## config.mk

```make
export PLATFORM = sky130hd
export DESIGN_NAME = sfx_sequencer
export DESIGN_NICKNAME = d
export VERILOG_FILES = /design/src/rtl/sfx_sequencer.sv
export SDC_FILE = /design/constraint.sdc
export NUM_CORES = 1
export LEC_CHECK = 0
export ABC_AREA = 1
export CORE_MARGIN = 2
export CORE_UTILIZATION = 30
export CTS_CLUSTER_DIAMETER = 150
export DETAILED_ROUTE_END_ITERATION = 16
export SYNTH_ARGS = -nofsm -noshare
export SYNTH_HDL_FRONTEND = slang
export SYNTH_SLANG_ARGS = --single-unit
```

## constraint.sdc

```tcl
create_clock -name clk -period 15.35 [get_ports clk]
set_input_delay 3.07 -clock clk [delete_from_list [all_inputs] [get_ports clk]]
set_output_delay 3.07 -clock clk [all_outputs]
set_load 0.05 [all_outputs]
```

## src/rtl/sfx_sequencer.sv

```systemverilog
// Sound-effect player: turns a one-cycle request into a timed note sequence
// and drives a square-wave tone output, with start/busy/done handshake and mute.
module sfx_sequencer #(
   parameter int CLK_HZ  = 50000000,
   parameter int TICK_HZ = 4,
   parameter int NOTE_W  = 20,
   parameter int DUR_W   = 5,
   parameter int PREEMPT = 0
) (
   input  logic              clk,
   input  logic              reset,
   input  logic              start,
   input  logic [1:0]        sound,
   input  logic              mute,
   output logic              busy,
   output logic              done,
   output logic              tone,
   output logic [NOTE_W-1:0] note,
   output logic [1:0]        step
);

   localparam int TICK_DIV  = CLK_HZ / TICK_HZ;
   localparam int CNT_W     = DUR_W + $clog2(TICK_DIV);
   localparam bit PREEMPT_EN = (PREEMPT != 0);

   localparam logic [NOTE_W-1:0] P_MOVE   = NOTE_W'(CLK_HZ / 459);
   localparam logic [NOTE_W-1:0] P_SWITCH = NOTE_W'(CLK_HZ / 980);
   localparam logic [NOTE_W-1:0] P_ENTER  = NOTE_W'(CLK_HZ / 700);
   localparam logic [NOTE_W-1:0] P_REST   = NOTE_W'(1);

   typedef enum logic [1:0] {
      S_IDLE = 2'd0,
      S_PLAY = 2'd1,
      S_DONE = 2'd2
   } state_t;

   typedef struct packed {
      logic [NOTE_W-1:0] period;
      logic [DUR_W-1:0]  units;
      logic              last;
   } rom_entry_t;

   // Fixed sound table; out-of-range steps fall back to a final one-unit rest.
   function automatic rom_entry_t rom_lookup(input logic [1:0] snd, input logic [1:0] stp);
      rom_entry_t e;
      e.period = P_REST;
      e.units  = DUR_W'(1);
      e.last   = 1'b1;
      case (snd)
         2'd0: begin
            e.period = P_MOVE;
            e.units  = DUR_W'(2);
         end
         2'd1: begin
            e.period = P_SWITCH;
            e.units  = DUR_W'(8);
         end
         2'd2: begin
            case (stp)
               2'd0: begin
                  e.period = P_ENTER;
                  e.units  = DUR_W'(4);
                  e.last   = 1'b0;
               end
               2'd1: begin
                  e.period = P_REST;
                  e.units  = DUR_W'(1);
                  e.last   = 1'b0;
               end
               default: begin
                  e.period = P_SWITCH;
                  e.units  = DUR_W'(4);
               end
            endcase
         end
         default: begin
            e.period = P_REST;
            e.units  = DUR_W'(2);
         end
      endcase
      return e;
   endfunction

   // Down-counter load value: the step ends when the counter reaches zero.
   function automatic logic [CNT_W-1:0] dur_clocks(input logic [DUR_W-1:0] units);
      return CNT_W'(units) * CNT_W'(TICK_DIV) - CNT_W'(1);
   endfunction

   state_t            state_q, state_d;
   logic [1:0]        sound_q, sound_d;
   logic [1:0]        step_q, step_d;
   logic              last_q, last_d;
   logic [CNT_W-1:0]  cnt_q, cnt_d;
   logic [NOTE_W-1:0] phase_q, phase_d;
   logic [NOTE_W-1:0] note_q, note_d;
   logic              busy_q, busy_d;
   logic              done_q, done_d;
   logic              tone_q, tone_d;

   logic              load_s;
   logic [1:0]        load_sound_s;
   logic [1:0]        load_step_s;
   rom_entry_t        load_entry_s;

   // Next-state, step sequencing, tone phase and registered-output decode.
   always_comb begin
      state_d      = state_q;
      sound_d      = sound_q;
      step_d       = step_q;
      last_d       = last_q;
      cnt_d        = cnt_q;
      note_d       = note_q;
      phase_d      = '0;
      load_s       = 1'b0;
      load_sound_s = sound;
      load_step_s  = 2'd0;

      case (state_q)
         S_PLAY: begin
            if (PREEMPT_EN && start) begin
               load_s = 1'b1;
            end else if (cnt_q == '0) begin
               if (last_q) begin
                  state_d = S_DONE;
                  step_d  = 2'd0;
                  note_d  = '0;
               end else begin
                  load_s       = 1'b1;
                  load_sound_s = sound_q;
                  load_step_s  = step_q + 2'd1;
               end
            end else begin
               cnt_d = cnt_q - CNT_W'(1);
            end
         end
         default: begin
            if (start) begin
               load_s = 1'b1;
            end else begin
               state_d = S_IDLE;
               step_d  = 2'd0;
               note_d  = '0;
            end
         end
      endcase

      load_entry_s = rom_lookup(load_sound_s, load_step_s);

      // A step load restarts the phase so every note begins on a high half.
      if (load_s) begin
         state_d = S_PLAY;
         sound_d = load_sound_s;
         step_d  = load_step_s;
         last_d  = load_entry_s.last;
         cnt_d   = dur_clocks(load_entry_s.units);
         note_d  = load_entry_s.period;
      end else if ((state_q == S_PLAY) && (state_d == S_PLAY)) begin
         phase_d = (phase_q == note_q - NOTE_W'(1)) ? '0 : phase_q + NOTE_W'(1);
      end else begin
         phase_d = '0;
      end

      busy_d = (state_d == S_PLAY);
      done_d = (state_d == S_DONE);
      tone_d = busy_d && !mute && (note_d >= NOTE_W'(2)) && (phase_d < (note_d >> 1));
   end

   // State and output registers.
   always_ff @(posedge clk or posedge reset) begin
      if (reset) begin
         state_q <= S_IDLE;
         sound_q <= 2'd0;
         step_q  <= 2'd0;
         last_q  <= 1'b0;
         cnt_q   <= '0;
         phase_q <= '0;
         note_q  <= '0;
         busy_q  <= 1'b0;
         done_q  <= 1'b0;
         tone_q  <= 1'b0;
      end else begin
         state_q <= state_d;
         sound_q <= sound_d;
         step_q  <= step_d;
         last_q  <= last_d;
         cnt_q   <= cnt_d;
         phase_q <= phase_d;
         note_q  <= note_d;
         busy_q  <= busy_d;
         done_q  <= done_d;
         tone_q  <= tone_d;
      end
   end

   assign busy = busy_q;
   assign done = done_q;
   assign tone = tone_q;
   assign note = note_q;
   assign step = step_q;

endmodule

```

==> out/results.ini, run 1 <==
[sta]
finalClockSkew_ns = 0.00807
max_slew.worst_pin.slew_ns = 1.05
drv_slew = 0
final_critical_period_ns = 7.83
timing.final.ws_setup_ns = 7.52
relSlewSlack = 0.298
unrepaired_setup_endpoints_after_global_routing = false
hold_viol_final = 0
final.period_utilization = 0.510
finish_stage_setup_viols = 0
finalSetupTns_ns = 0
max_freq_ghz = 0.128

[drt]
initialDrtViolationCount = 453
route.final.wire_length_mm = 20.1
avgViaCountPerCell = 4.72
antenna_left = 0
vias = 7033
drt-pass1-iter-count = 5
wl_per_cell_um = 13.5
post-route-drc-count = 0

[synthesis]
unique_cell_type_count_in_the_yosys_netlist = 47
synthDominantAreaCellType = dfrtp_1
synth.cells.most_frequent = nand2_1 (287), inv_1 (180), nor2_1 (162)
yosys.cell_count.top_type = nand2_1
fraction_of_synthesis_flops_using_an_asynchronous_set_or_reset_pin = 1.00
synthesis.area_per_instance_um2 = 6.53
postSynth.topFlopCell = dfrtp_1
synth-warning-count = 0
syn-cell-area_mm2 = 0.00739
postSynthCellCount = 1133
synth_top_area_share = 0.267
synth_top_cells_by_area = dfrtp_1 (27%), nand2_1 (15%), ha_1 (10%)
synthesis.nets = 1205
synth_seq_cells = 79
synth-edff-count = 0
yosysSeqAreaShare = 0.267

[critical_path]
timing.reg2reg.worst_path_depth = 30
critical_path_peak_fanout = 9
regToRegEndpoint = cnt_q[24]
crit_start = sound[1]
worst_r2r_startpoint = cnt_q[25]
required_ns = 15.58
crit_path_top_delay_cell = fa_1
setup.worst_path.start_class = input port
cp.arrival_ns = 8.07
cp_most_frequent_cell = nand2_1
timing.reg2reg.setup_slack_ns = 9.43
setup.worst_path.end_class = flip-flop
cp_num_buf_inv = 5
setup_cp_type = input port to flip-flop
critPathMaxStageDelay_ns = 0.50
critical_path_cell_count = 26
critical-path-top-delay-family = simple AND/OR/NAND/NOR gates

[min_path]
worstHoldPathCells = 2
timing.hold.worst.class = flip-flop to flip-flop
hold_start = sound_q[1]
min_to = sound_q[1]

[power]
leak_pwr_uw = 0.00435
report.power.total_uw = 971
maximum_vdd_ir_drop_uv = 70.2
power.density_mw_per_mm2 = 117

[global_route]
grt_use_total = 0.159
first_pass_grt_wire_length_mm = 33.4
globalRoute.totalOverflow = 0
grt_start_max_net_pins = 80
number_of_global_route_vias_before_repair = 6743
antenna_found_initial = 0

[run_status]
outcome = complete, no violations

[clock_network]
clk_root_buffer_cell = clkbuf_16
cts.sinks = 79
clock_latency_reported_for_the_late_side_of_the_worst_skew_pair_ns = 0.34
clk_transition_reported_paths_ns = 0.07
cts_hold_repair.buffers = 0
cts_tree = yes
cts_max_path_buffers = 2
htreeDepth = 3
ctsResizeCount = 0
cts_buffers = 9
post-cts-setup-buffers = 0

[final_layout]
final_net_count = 1233
fillerInstances = 2671
final_core_utilization = 0.343
layout-drive-gt1-share = 0.0489
register_area_mm2 = 0.00198
area_of_the_multi_input_gates_mm2 = 0.00464
flow.area_growth_from_synthesis_pct = 12.5
post_layout_nonfiller_instances = 1489
num_antenna_cells = 0

[floorplanning]
initial_cell_density_of_the_core = 0.305
floorplan.rows = 57
dieHeight_um = 161
placeableCoreArea_mm2 = 0.0242
die_area_mm2 = 0.0259
io-pin-count = 31
floorplan.die.width_um = 161

[placement]
port-buffer-count = 30
routabilityCongestion = 0.909
place_hpwl_mm = 15.7
placedCellCount = 1474
post-place-ws_ns = 7.17

[run]
max-cap-violations = 0

where the power goes:
group | total, µW | internal [µW] | switching (µW)
registers | 324 | 259 | 64.3
logic | 446 | 164 | 283
clock network | 201 | 113 | 88.4
layout make-up:
cell class / instances / share of cell area
repair buffers: 32 / 0.0379
clock buffers: 10 / 0.0287
multi-input cells: 851 / 0.558
clock inverters: 5 / 0.00421
well taps: 324 / 0.0488
flip-flops and latches: 79 / 0.238
inverters: 188 / 0.0850
stage by stage:
stage / area [µm²] / hold slack, ns
after floorplan: 7390 / 0.448
after detailed placement: 8040 / 0.478
after global placement: 8040 / 0.473
after CTS: 8320 / 0.493
final: 8320 / 0.486
after global routing: 8320 / 0.527
layer usage:
metal / vias up / global-route usage / routed length, µm / share of wire
met3: 26 / 0.0203 / 639 / 0.032
met4: 0 / 0.0430 / 358 / 0.018
li1: 3633 / - / - / -
met2: 126 / 0.275 / 9450 / 0.47
met5: - / 0 / 0 / 0
met1: 3248 / 0.210 / 9640 / 0.48
worst register-to-register path: cells and delay by family (launching register included):
| kind | cells | cell delay [ns] |
|---|---|---|
| DFF | 1 | 0.43 |
| xor gates and xnor gates | 1 | 0.13 |
| AOI/OAI and AO/OA | 3 | 0.90 |
| adders and majority gates | 5 | 1.61 |
| buffers and inverters | 4 | 0.44 |
| and+or+nand+nor | 17 | 2.29 |
sequential cells by signal (all words and copies together), names as in the netlist:
signal / count
cnt_q: 29
note: 20
phase_q: 20
sound_q: 2
state_q: 2
step: 2
busy: 1
done: 1
last_q: 1
tone: 1
kinds of logic after synthesis:
group	count (synthesis)	synth area share
xor gates and xnor gates	50	0.0611
adders and majority gates	66	0.117
buffers and inverters	203	0.105
AOI/OAI and AO/OA	127	0.0965
DFF	79	0.267
and+or+nand+nor	608	0.353
layout by cell type (no fill, tap or decap), types with 4 or more instances in the layout:
cell / n
nand2_1: 287
inv_1: 179
nor2_1: 162
dfrtp_1: 79
nand3_1: 75
ha_1: 61
o21ai_0: 54
a21oi_1: 42
xor2_1: 35
clkdlybuf4s50_1: 30
nor3_1: 24
nand4_1: 19
xnor2_1: 14
nor2_2: 9
clkbuf_16: 9
inv_2: 8
or2_2: 7
a31oi_1: 7
o21ai_1: 7
nand2_2: 5
fa_1: 5
nand3b_1: 4
nor3b_1: 4
how the worst max path moves through the flow:
stage,endpoint
after floorplan,cnt_q[25]
after global placement,cnt_q[25]
after detailed placement,cnt_q[24]
after CTS,cnt_q[24]
after global routing,cnt_q[24]
final,cnt_q[24]
(Power assumes the default switching activity.)
==> run 2, diff against run 1 <==
Clock period 15.35 ns to 7.4 ns, I/O delays scaled along.
==> run 2 against run 1 <==
Net effect: sequential power increased by 110%; worst setup slack worse by 6.3 ns; critical path depth shrank 1; core utilization rose by 0.18 points; worst hold slack improved by 0.0015 ns; clock skew increased by 0.0025 ns; critical endpoint is now cnt_q[28].
==> out/results.ini, run 2 (synthesis gave the netlist of run 1 again) <==
[placement]
routabilityCongestion = 0.908
post-place-ws_ns = 0.810
place_hpwl_mm = 15.7
port-buffer-count = 30
detailed_place.area_mm2 = 0.00804
placedCellCount = 1474

[clock_network]
cts_buffers = 9
clk_root_buffer_cell = clkbuf_16
clk_transition_reported_paths_ns = 0.06
ctsResizeCount = 0
clock_latency_reported_for_the_late_side_of_the_worst_skew_pair_ns = 0.35
cts_tree = yes
htreeDepth = 3
cts_hold_repair.buffers = 0
post-cts-setup-buffers = 0
cts_max_path_buffers = 2
cts.sinks = 79

[sta]
finalSetupTns_ns = 0
unrepaired_setup_endpoints_after_global_routing = false
drv_slew = 0
max_freq_ghz = 0.161
final_critical_period_ns = 6.21
max_slew.worst_pin.slew_ns = 1.07
relSlewSlack = 0.289
timing.final.ws_setup_ns = 1.19
finish_stage_setup_viols = 0
final.period_utilization = 0.839
finalClockSkew_ns = 0.0105
hold_viol_final = 0

[power]
power.internal_uw = 1160
report.power.total_uw = 2070
power.share.switching = 0.440
proportion_of_power_drawn_by_flip_flops_and_latches = 0.323
switching_power_uw = 913
power.share.clock = 0.230
comb_power_share = 0.447
maximum_vdd_ir_drop_uv = 141
leak_pwr_uw = 0.00436
power.density_mw_per_mm2 = 248

[critical_path]
crit_start = sound[1]
critPathMaxStageDelay_ns = 0.50
cp.arrival_ns = 6.49
setup_cp_type = input port to flip-flop
timing.reg2reg.worst_path_depth = 33
crit_path_top_delay_cell = fa_1
required_ns = 7.68
critical-path-top-delay-family = simple AND/OR/NAND/NOR gates
regToRegEndpoint = cnt_q[25]
setup.worst_path.start_class = input port
cp_num_buf_inv = 5
timing.reg2reg.setup_slack_ns = 1.52
critical_path_cell_count = 25
worstSetupEndpoint = cnt_q[28]
setup.worst_path.end_class = flip-flop
worst_r2r_startpoint = cnt_q[17]
critical_path_peak_fanout = 9

[global_route]
grt_use_total = 0.159
antenna_found_initial = 0
number_of_global_route_vias_before_repair = 6790
grt_start_max_net_pins = 80
first_pass_grt_wire_length_mm = 33.4
globalRoute.totalOverflow = 0

[floorplanning]
floorplan.die.width_um = 161
initial_cell_density_of_the_core = 0.305
floorplan.rows = 57
placeableCoreArea_mm2 = 0.0242
io-pin-count = 31
dieHeight_um = 161
die_area_mm2 = 0.0259

[min_path]
timing.hold.worst.class = flip-flop to flip-flop
hold_start = sound_q[0]

[run]
max-cap-violations = 0

[final_layout]
largest_register_ff_count = 29
largest_register = cnt_q
layout-drive-gt1-share = 0.0497
num_antenna_cells = 0
mostFrequentLayoutCells = nand2_1 (287), inv_1 (179), nor2_1 (162)
layout_commonest_cell = nand2_1
final_net_count = 1233
postLayoutCellArea_mm2 = 0.00836
flow.area_growth_from_synthesis_pct = 13.0
post_layout_nonfiller_instances = 1490

[drt]
initialDrtViolationCount = 482
drt-pass1-iter-count = 5
wl_per_cell_um = 13.4
avgViaCountPerCell = 4.73
post-route-drc-count = 0
antenna_left = 0
vias = 7047
route.final.wire_length_mm = 20.0

[run_status]
outcome = complete, no violations

run 2: cell types whose count changed in the layout (fill, tap and decap cells not counted):
| cell | delta |
|---|---|
| inv_6 | +2 |
| clkinv_4 | -1 |
| bufinv_16 | +1 |
| clkbuf_8 | +1 |
| clkinv_2 | -2 |
run 2: power groups by stage:
stage | sequential, µW | combinational [µW] | clock [µW]
after CTS | 668 | 928 | 486
after detailed placement | 674 | 922 | 0
after global placement | 675 | 912 | 0
final | 670 | 927 | 477
after global routing | 688 | 1080 | 504
after floorplan | 684 | 680 | 0
run 2: metrics by stage:
stage / hold slack [ns] / utilization
after floorplan: 0.448 / -
after global placement: 0.473 / 0.332
after detailed placement: 0.475 / 0.332
after CTS: 0.492 / 0.345
after global routing: 0.538 / 0.345
final: 0.488 / 0.345
run 2: worst min-delay path by stage:
stage                 endpoint  cells past startpoint
floorplan           sound_q[0]                      2
global placement    sound_q[0]                      2
detailed placement  sound_q[0]                      2
CTS                 sound_q[0]                      2
global route          cnt_q[0]                      1
finish              sound_q[0]                      2
run 2: worst min-delay path, delay by kind of cell (launching register included):
| family | cells | cell delay, ns |
|---|---|---|
| simple gates | 1 | 0.05 |
| compound gates | 1 | 0.05 |
| flops | 1 | 0.35 |
run 2: layout make-up:
class,count,area (µm²)
multi-input cells,851,4640
inverters,188,707
clock buffers,11,253
fillers,2684,15900
flip-flops and latches,79,1980
repair buffers,32,315
clock inverters,5,63.8
well taps,324,405
run 2: layer usage:
metal,global-route usage,share of wire,vias up,wire length [µm]
li1,-,-,3648,-
met1,0.208,0.47,3240,9460
met2,0.274,0.47,137,9310
met3,0.0200,0.039,22,777
met4,0.0491,0.021,0,412
met5,0,0,-,0
